<file path="src/rtl/trap_log_pkg.sv">
// Shared types and header layout for the trap/mret snapshot logger.
package trap_log_pkg;

  typedef enum logic [1:0] {
    EV_NONE = 2'b00,
    EV_TRAP = 2'b01,
    EV_MRET = 2'b10
  } ev_type_e;

  localparam int HDR_TYPE_LSB = 30;
  localparam int HDR_TYPE_MSB = 31;
  localparam int HDR_SEQ_LSB  = 16;
  localparam int HDR_SEQ_MSB  = 29;
  localparam int HDR_CNT_LSB  = 8;
  localparam int HDR_CNT_MSB  = 15;
  localparam int HDR_PEND_LSB = 0;
  localparam int HDR_PEND_MSB = 7;

  localparam int SEQ_W  = HDR_SEQ_MSB - HDR_SEQ_LSB + 1;
  localparam int CNT_W  = HDR_CNT_MSB - HDR_CNT_LSB + 1;
  localparam int PEND_W = HDR_PEND_MSB - HDR_PEND_LSB + 1;
  localparam int DROP_W = 16;

  localparam int DEF_NUM_CH = 10;
  localparam int DEF_DATA_W = 32;

  // Reference layout at default sizes; instances rebuild it with their own widths.
  typedef struct packed {
    ev_type_e                             typ;
    logic [DEF_NUM_CH*DEF_DATA_W-1:0]     data;
  } snapshot_t;

  function automatic int snap_width(input int num_ch, input int data_w);
    return $bits(ev_type_e) + num_ch * data_w;
  endfunction

  function automatic logic [31:0] make_header(input ev_type_e          typ,
                                              input logic [SEQ_W-1:0]  seq,
                                              input logic [CNT_W-1:0]  cnt,
                                              input logic [PEND_W-1:0] pend);
    logic [31:0] h;
    h = '0;
    h[HDR_TYPE_MSB:HDR_TYPE_LSB] = typ;
    h[HDR_SEQ_MSB:HDR_SEQ_LSB]   = seq;
    h[HDR_CNT_MSB:HDR_CNT_LSB]   = cnt;
    h[HDR_PEND_MSB:HDR_PEND_LSB] = pend;
    return h;
  endfunction

endpackage

</file>
<file path="src/rtl/trap_snap_fifo.sv">
// Show-ahead synchronous FIFO holding captured snapshots; dout is the current head.
module trap_snap_fifo #(
  parameter int DEPTH = 8,
  parameter int WIDTH = 8
) (
  input  logic                     clk,
  input  logic                     rstn,
  input  logic                     push,
  input  logic                     pop,
  input  logic [WIDTH-1:0]         din,
  output logic [WIDTH-1:0]         dout,
  output logic                     full,
  output logic                     empty,
  output logic [$clog2(DEPTH):0]   level
);

  localparam int AW = $clog2(DEPTH);
  localparam logic [AW:0] FULL_LVL = DEPTH[AW:0];

  logic [WIDTH-1:0] mem [DEPTH];
  logic [AW:0]      wr_ptr;
  logic [AW:0]      rd_ptr;

  // Pointers carry one extra bit so full and empty are distinguishable.
  assign level = wr_ptr - rd_ptr;
  assign full  = (level == FULL_LVL);
  assign empty = (level == '0);
  assign dout  = mem[rd_ptr[AW-1:0]];

  always_ff @(posedge clk or negedge rstn) begin
    if (!rstn) begin
      wr_ptr <= '0;
      rd_ptr <= '0;
    end else begin
      if (push && !full) wr_ptr <= wr_ptr + 1'b1;
      if (pop && !empty) rd_ptr <= rd_ptr + 1'b1;
    end
  end

  always_ff @(posedge clk) begin
    if (push && !full) mem[wr_ptr[AW-1:0]] <= din;
  end

endmodule

</file>
<file path="src/rtl/trap_event_logger.sv">
// Captures channel snapshots on trap/mret rising edges and streams them as
// header+payload records over a valid/ready word interface.
module trap_event_logger
  import trap_log_pkg::*;
#(
  parameter int NUM_CH = 10,
  parameter int DATA_W = 32,
  parameter int DEPTH  = 8
) (
  input  logic                     clk,
  input  logic                     rstn,
  input  logic                     is_trap,
  input  logic                     is_mret,
  input  logic [NUM_CH*DATA_W-1:0] data_in,
  output logic                     out_valid,
  input  logic                     out_ready,
  output logic [DATA_W-1:0]        out_data,
  output logic                     out_last,
  output logic [DROP_W-1:0]        drop_cnt,
  output logic                     busy
);

  typedef struct packed {
    ev_type_e                   typ;
    logic [NUM_CH*DATA_W-1:0]   data;
  } snap_t;

  typedef enum logic [1:0] {S_IDLE, S_HDR, S_DATA} state_e;

  localparam int SNAP_W = snap_width(NUM_CH, DATA_W);
  localparam int LVL_W  = $clog2(DEPTH) + 1;

  state_e              state;
  state_e              state_next;
  logic                trap_q;
  logic                mret_q;
  logic                trap_ev;
  logic                mret_ev;
  logic                ev_any;
  snap_t               wr_snap;
  snap_t               head;
  logic [SNAP_W-1:0]   head_bits;
  logic                fifo_push;
  logic                fifo_pop;
  logic                fifo_full;
  logic                fifo_empty;
  logic [LVL_W-1:0]    fifo_level;
  logic [1:0]          n_drop;
  logic [DROP_W:0]     drop_sum;
  logic [PEND_W:0]     pend_sum;
  logic [PEND_W-1:0]   pend_drop;
  logic [SEQ_W-1:0]    seq;
  logic [CNT_W-1:0]    pay_cnt;
  logic [CNT_W-1:0]    word_idx;
  logic [CNT_W-1:0]    word_idx_next;
  logic [DATA_W-1:0]   pay_word;
  logic                accept;
  logic                hdr_accept;
  logic                more;

  assign trap_ev = is_trap & ~trap_q;
  assign mret_ev = is_mret & ~mret_q;
  assign ev_any  = trap_ev | mret_ev;

  // A coincident mret loses to the trap; a full FIFO loses whatever arrived.
  assign fifo_push = ev_any & ~fifo_full;
  assign n_drop    = {1'b0, trap_ev & mret_ev} + {1'b0, ev_any & fifo_full};

  always_comb begin
    wr_snap.typ  = trap_ev ? EV_TRAP : EV_MRET;
    wr_snap.data = data_in;
  end

  // The head stays in the FIFO until its last word is accepted, so DEPTH
  // bounds every buffered snapshot including the record on the wire.
  trap_snap_fifo #(
    .DEPTH (DEPTH),
    .WIDTH (SNAP_W)
  ) u_fifo (
    .clk   (clk),
    .rstn  (rstn),
    .push  (fifo_push),
    .pop   (fifo_pop),
    .din   (wr_snap),
    .dout  (head_bits),
    .full  (fifo_full),
    .empty (fifo_empty),
    .level (fifo_level)
  );

  assign head       = snap_t'(head_bits);
  assign pay_cnt    = (head.typ == EV_TRAP) ? CNT_W'(NUM_CH) : CNT_W'(1);
  assign out_valid  = (state != S_IDLE);
  assign accept     = out_valid & out_ready;
  assign hdr_accept = accept & (state == S_HDR);
  assign out_last   = (state == S_DATA) && (word_idx == pay_cnt - CNT_W'(1));
  assign fifo_pop   = accept & out_last;
  assign more       = (fifo_level > LVL_W'(1)) | fifo_push;
  assign busy       = ~fifo_empty | (state != S_IDLE);

  always_comb begin
    pay_word = '0;
    for (int k = 0; k < NUM_CH; k++) begin
      if (word_idx == CNT_W'(k)) pay_word = head.data[k*DATA_W +: DATA_W];
    end
  end

  // The pend_drop field tracks the live count until the header is taken.
  always_comb begin
    out_data = '0;
    case (state)
      S_HDR:   out_data = DATA_W'(make_header(head.typ, seq, pay_cnt, pend_drop));
      S_DATA:  out_data = pay_word;
      default: out_data = '0;
    endcase
  end

  always_comb begin
    state_next    = state;
    word_idx_next = word_idx;
    case (state)
      S_IDLE: begin
        if (!fifo_empty) state_next = S_HDR;
      end
      S_HDR: begin
        if (accept) begin
          state_next    = S_DATA;
          word_idx_next = '0;
        end
      end
      S_DATA: begin
        if (accept) begin
          if (out_last) state_next = more ? S_HDR : S_IDLE;
          else          word_idx_next = word_idx + CNT_W'(1);
        end
      end
      default: state_next = S_IDLE;
    endcase
  end

  always_ff @(posedge clk or negedge rstn) begin
    if (!rstn) begin
      state    <= S_IDLE;
      word_idx <= '0;
      trap_q   <= 1'b0;
      mret_q   <= 1'b0;
      seq      <= '0;
    end else begin
      state    <= state_next;
      word_idx <= word_idx_next;
      trap_q   <= is_trap;
      mret_q   <= is_mret;
      if (hdr_accept) seq <= seq + SEQ_W'(1);
    end
  end

  assign drop_sum = {1'b0, drop_cnt} + (DROP_W+1)'(n_drop);
  assign pend_sum = {1'b0, pend_drop} + (PEND_W+1)'(n_drop);

  always_ff @(posedge clk or negedge rstn) begin
    if (!rstn) begin
      drop_cnt  <= '0;
      pend_drop <= '0;
    end else begin
      drop_cnt <= drop_sum[DROP_W] ? '1 : drop_sum[DROP_W-1:0];
      if (hdr_accept)         pend_drop <= PEND_W'(n_drop);
      else if (pend_sum[PEND_W]) pend_drop <= '1;
      else                    pend_drop <= pend_sum[PEND_W-1:0];
    end
  end

endmodule

</file>
<file path="config.mk">
export PLATFORM = sky130hd
export DESIGN_NAME = trap_event_logger
export DESIGN_NICKNAME = d
export VERILOG_FILES = /design/src/rtl/trap_log_pkg.sv /design/src/rtl/trap_snap_fifo.sv /design/src/rtl/trap_event_logger.sv
export SDC_FILE = /design/constraint.sdc
export NUM_CORES = 2
export LEC_CHECK = 0
export CAP_MARGIN = 40
export CORE_MARGIN = 10
export CORE_UTILIZATION = 55
export DETAILED_ROUTE_END_ITERATION = 8
export PLACE_DENSITY = 0.8
export SLEW_MARGIN = 20
export SYNTH_ARGS = -nofsm -noshare
export SYNTH_HDL_FRONTEND = slang
export SYNTH_SLANG_ARGS = --single-unit
</file>
<file path="constraint.sdc">
create_clock -name clk -period 37.3 [get_ports clk]
set_input_delay 3.73 -clock clk [delete_from_list [all_inputs] [get_ports clk]]
set_output_delay 3.73 -clock clk [all_outputs]
set_load 0.005 [all_outputs]
</file>
* After elaboration in Yosys (flattened, before gate mapping) *
Memories as Yosys holds them, arrays and structs flattened.
Cells that the tools add are included.
Widths: inputs -> output; s select.

cells by class
  $add $sub $neg = 9
  $mul = 0
  div/mod/pow operators = 0
  magnitude comparators = 1
  equality and inequality tests = 19
  shifts and indexed selects = 0
  mux-type cells = 28
  bitwise gates (word level) = 15
  reductions and logical operators = 12

operators by type and width
  cell                   count
  $mux 32                10
  $pmux 32 s2            1
  $mux 8                 5
  $eq 8x3->1 const B     4
  $add 16x2->17          1
  $eq 8x2->1 const B     2
  $eq 8x4->1 const B     2
  $mux 16                1
  $pmux 8 s2             1
  $add 14x1->14 const B  1
  $mux 2                 5
  $ne 2x2->1 const B     5
  $add 8x2->9            1
  $add 4x1->4 const B    2
  $add 8x1->8 const B    1
  $and 1x1->1            8
  $eq 8x1->1 const B     1
  $eq 8x8->1             1
  $logic_not 8->1        1
  $reduce_and 4->1       2
  $pmux 2 s3             1
  $sub 4x1->5 const B    1
  $eq 2x1->1 const B     2
  $eq 4x4->1 const B     1
  other kinds (13)       24

storage, ports and cells
  register bits after elaboration = 58
  bits in latches = 0
  bits in writable memories = 2576
  ROM bits = 0
  input bits = 325
  output and inout bits = 51
  word-level logic and storage cells = 94
  memories kept = 1

memories
  memory      depth  bits a word  rd ports  clocked after Yosys merged registers in  write ports  RTL line              RTL
  u_fifo.mem  8      322          1         0                                        1            trap_snap_fifo.sv:20  logic [WIDTH-1:0] mem [DEPTH];

* Logic depth before layout (Yosys ltp) *
  depth after elaboration = 12
  gate-level depth with buffers = 19
  mapped depth without buffers = 16

* Modules after synthesis *
Synthesis repeated with hierarchy kept, for this count alone.

unflattened totals
  cells, all modules = 5343
  area, all modules = 103458.0 µm²

by module, submodules not included
  module             instances  cells an instance  area an instance (µm²)
  trap_snap_fifo     1          4465               97020.6
  trap_event_logger  1          878                6437.4

* Worst setup path before layout *
OpenSTA, ideal clock, no wires.

  path type = input to register
  from = input port is_trap
  to = memory u_fifo.mem[0][0] (netlist bit) (enable)
  setup time = 1904 ps
  data arrival time = 37143 ps
  slack = -1747 ps
  stages on the path = 4
  buffers on the path = 0
  path through = nand2b_1 -> nand2_1 -> o21a_1 -> nor4b_1

between the ends
  cells in the longest elaborated chain, start to end = 6

ends and longest elaborated chain
  element                       RTL line                 RTL
  from (decl)                   trap_event_logger.sv:12  input logic is_trap,
  $and 1x1->1                   trap_event_logger.sv:61  assign trap_ev = is_trap & ~trap_q;
  $or 1x1->1                    trap_event_logger.sv:63  assign ev_any = trap_ev | mret_ev;
  $and 1x1->1                   trap_event_logger.sv:66  assign fifo_push = ev_any & ~fifo_full;
  $logic_and 1x1->1             trap_snap_fifo.sv:41     if (push && !full) mem[wr_ptr[AW-1:0]] <= din;
  $mux 1                        trap_snap_fifo.sv:41
  $mux 1 (implied by the code)  trap_snap_fifo.sv:41
  to (decl)                     trap_snap_fifo.sv:20

No other way between the ends.

* Final worst setup path *
  from = register u_fifo.rd_ptr[0]
  to = output port out_data[19]

between the ends
  cells in the longest elaborated chain, start to end = 12

ends and longest elaborated chain
  element                 RTL line                  RTL
  from (decl)             trap_snap_fifo.sv:22      logic [AW:0] rd_ptr;
  from (signal assigned)  trap_snap_fifo.sv:36      if (pop && !empty) rd_ptr <= rd_ptr + 1'b1;
  $mem_v2 8x322 (*)       n/a
  $mux 32 (9 in a row)    trap_event_logger.sv:104  if (word_idx == CNT_W'(k)) pay_word = head.data[k*DATA_W +: DATA_W];
  $mux 32 (*)             trap_event_logger.sv:104
  $pmux 32 s2 (*)         trap_event_logger.sv:111  case (state)
  to (decl)               trap_event_logger.sv:17   output logic [DATA_W-1:0] out_data,

Every way passes the cells marked *; elsewhere a longest branch is shown, timed or not.

==> out/qor.yml <==
fin_crit_sh: 0.2803
clock-sinks: 2634
cts-root-buf: "clkbuf_16"
design_area_sq_mm: 0.1186
layout.nets: 5678
gp_congestion: 0.8610
cts.hold.buffers_added: 0
htreeDepth: 5
viasPerCell: 6.812
drt_wl_total_mm: 291.4
finalNonFillerCells: 8066
setup_tns_ns: 0
grt_usage: 0.2811
finalWorstSetupSlack_ns: 26.84
endpoint_kind: "output port"
dpl_cell_area_sq_mm: 0.1097
num_rows: 158
initial_core_util: 0.5513
clk_pin_slew_ns: 0.06
port-buffer-count: 375
die_w_um: 450.7
synth_edf_count: 2576
final_max_slew_viol_count: 0
wire_per_inst_um: 36.13
yosysWarnings: 0
grt_first_pass_wirelength_mm: 410.3
max-cap-violations: 0
outcome: "complete, no violations"
nFillCells: 11492
cts_setup_buffers: 0
drtAntennaViolNets: 0
rsz0062_at_grt: "false"
cts_buffers: 276
ys_async_sr_fraction: 0.02202
syn_to_final_growth_pct: 16.29
cts_resized: 0
firstDrtPassIters: 8
power_mw: 8.930
cts.path.max_buffers: 4
syn_area_sq_mm: 0.1020
start_kind: "flip-flop"
grt_overflow: 0
worstSkewPairLatency_ns: 0.92
synth_nets: 5110
ys_top_cells_by_count: "edfxtp_1 (2576), mux4_2 (642), nand2_1 (301)"
post-synth-top-area-cell: "edfxtp_1"
crit_arrival_ns: 6.73
netlist_instances: 4766
grt_antenna_before_repair: 108
dr.first_iter.drc_count: 8973
ir_drop_v: 0.00008652
fmax_ghz: 0.09563
die_y_um: 450.7
die_area_sq_mm: 0.2031
synth_top_area_share: 0.7582
crit_required_ns: 33.57
dp_hpwl_mm: 173.2
min_period_ns: 10.46
hold_viol_final: 0
hp-class: "reg -> reg"
p_per_area_mw_per_mm2: 75.27
coreArea_sq_mm: 0.1850
dp_cells: 7527
grt_max_degree: 134
fin_skew_ns: 0.06620
relSlewSlack: 0.2184
ys_top_cells_by_area: "edfxtp_1 (76%), mux4_2 (14%), mux2i_1 (1.8%)"
ys_types: 74
synth-seq-cells: 2634
synthFlopType: "edfxtp_1"
drive_above_1_share: 0.2197
yosysMostFrequentCell: "edfxtp_1"
worstMarginPinSlew_ns: 1.172
timing.hold.ws_ns: 0.4887
drc_errors: 0
total_leakage_power_nw: 38.78
syn_avg_cell_area_sq_um: 21.41
cts_tree: "done"
setup_viol: 0
yosysSeqAreaShare: 0.7725
place_ws_ns: 27.76
via_count: 54947
path_max_fanout: 99
grt_pass1_vias: 54393
post-route-util: 0.6412
worstSetupPathType: "reg -> out"
pin_count: 376
==> cell usage in the layout, fill, tap and decap left out, types with 18 or more instances in the layout <==
cell	count
edfxtp_1	2576
mux4_2	642
clkdlybuf4s50_1	374
nand2_1	301
clkbuf_16	287
mux2i_1	185
buf_4	109
nor2_1	98
o21ai_0	79
a21oi_1	75
diode_2	64
o22ai_1	59
clkinv_1	57
dfrtp_1	55
nand3_1	49
a31oi_1	47
clkbuf_1	44
clkinv_2	38
xnor2_1	31
buf_12	23
nor3_1	22
bufinv_16	21
inv_1	20
buf_16	19
ha_1	18
==> power by group <==
| group | leakage [nW] | internal [mW] | switching, mW | total, mW |
|---|---|---|---|---|
| Sequential | 24.1 | 3.70 | 0.136 | 3.83 |
| Combinational | 10.5 | 0.954 | 1.50 | 2.45 |
| Clock | 4.20 | 1.55 | 1.09 | 2.65 |
| Total | 38.8 | 6.21 | 2.73 | 8.93 |
==> state kept, by name, summed over array words and instances (netlist names) <==
signal and cells:
u_fifo.mem 2576, drop_cnt 16, seq 14, pend_drop 8
word_idx 8, u_fifo.rd_ptr 4, u_fifo.wr_ptr 4, state 2
mret_q 1, trap_q 1
==> critical path: stages (launching register included) <==
cell	delay, ns
dfrtp_4	0.72
buf_12	0.66
buf_4	0.70
mux4_2	0.59
mux2i_1	0.68
o221ai_1	0.37
and3_1	0.33
o21ai_0	0.74
a21oi_1	0.38
clkdlybuf4s50_1	0.55
==> routing by layer <==
metal	global-route usage	wire, um
met1	0.3592	97400
met2	0.4246	136400
met3	0.07988	35740
met4	0.1831	21540
met5	0.001656	379
==> area by class of cell <==
| class | count | area [sq um] | share of cell area |
|---|---|---|---|
| antenna | 64 | 160.2 | 0.001350 |
| clock inverter | 130 | 1174 | 0.009892 |
| multi-input combinational | 1861 | 22220 | 0.1872 |
| tap | 2480 | 3103 | 0.02615 |
| inverter | 24 | 97.59 | 0.0008226 |
| sequential | 2634 | 78820 | 0.6643 |
| timing repair buffer | 537 | 5658 | 0.04769 |
| clock buffer | 336 | 7416 | 0.06251 |
==> path summary, 6_finish.rpt <==
kind / endpoint / startpoint / slack, ns / cells after the start
setup / recovery: out_data[19] / u_fifo.rd_ptr[0] / 26.84 / 9
hold / removal: seq[13] / seq[13] / 0.49 / 1
setup reg to reg: u_fifo.mem[0][137] / u_fifo.rd_ptr[1] / 29.34 / 16
hold reg to reg: seq[13] / seq[13] / 0.49 / 1
max in group asynchronous: u_fifo.rd_ptr[2] / rstn / 33.99 / 3
min in group asynchronous: drop_cnt[11] / rstn / 2.74 / 2
==> cell families (layout without fill, tap and decap cells) <==
group	after synthesis	after routing	synth area share
AOI/OAI and AO/OA	388	388	0.02452
adders and majority gates	19	19	0.002404
DFF	2634	2634	0.7725
muxes	838	838	0.1611
other	0	64	0
buffers and inverters	271	1027	0.01100
and+or+nand+nor	576	576	0.02508
xor gates and xnor gates	40	40	0.003434
No activity file was read; power rests on OpenSTA's default activity.
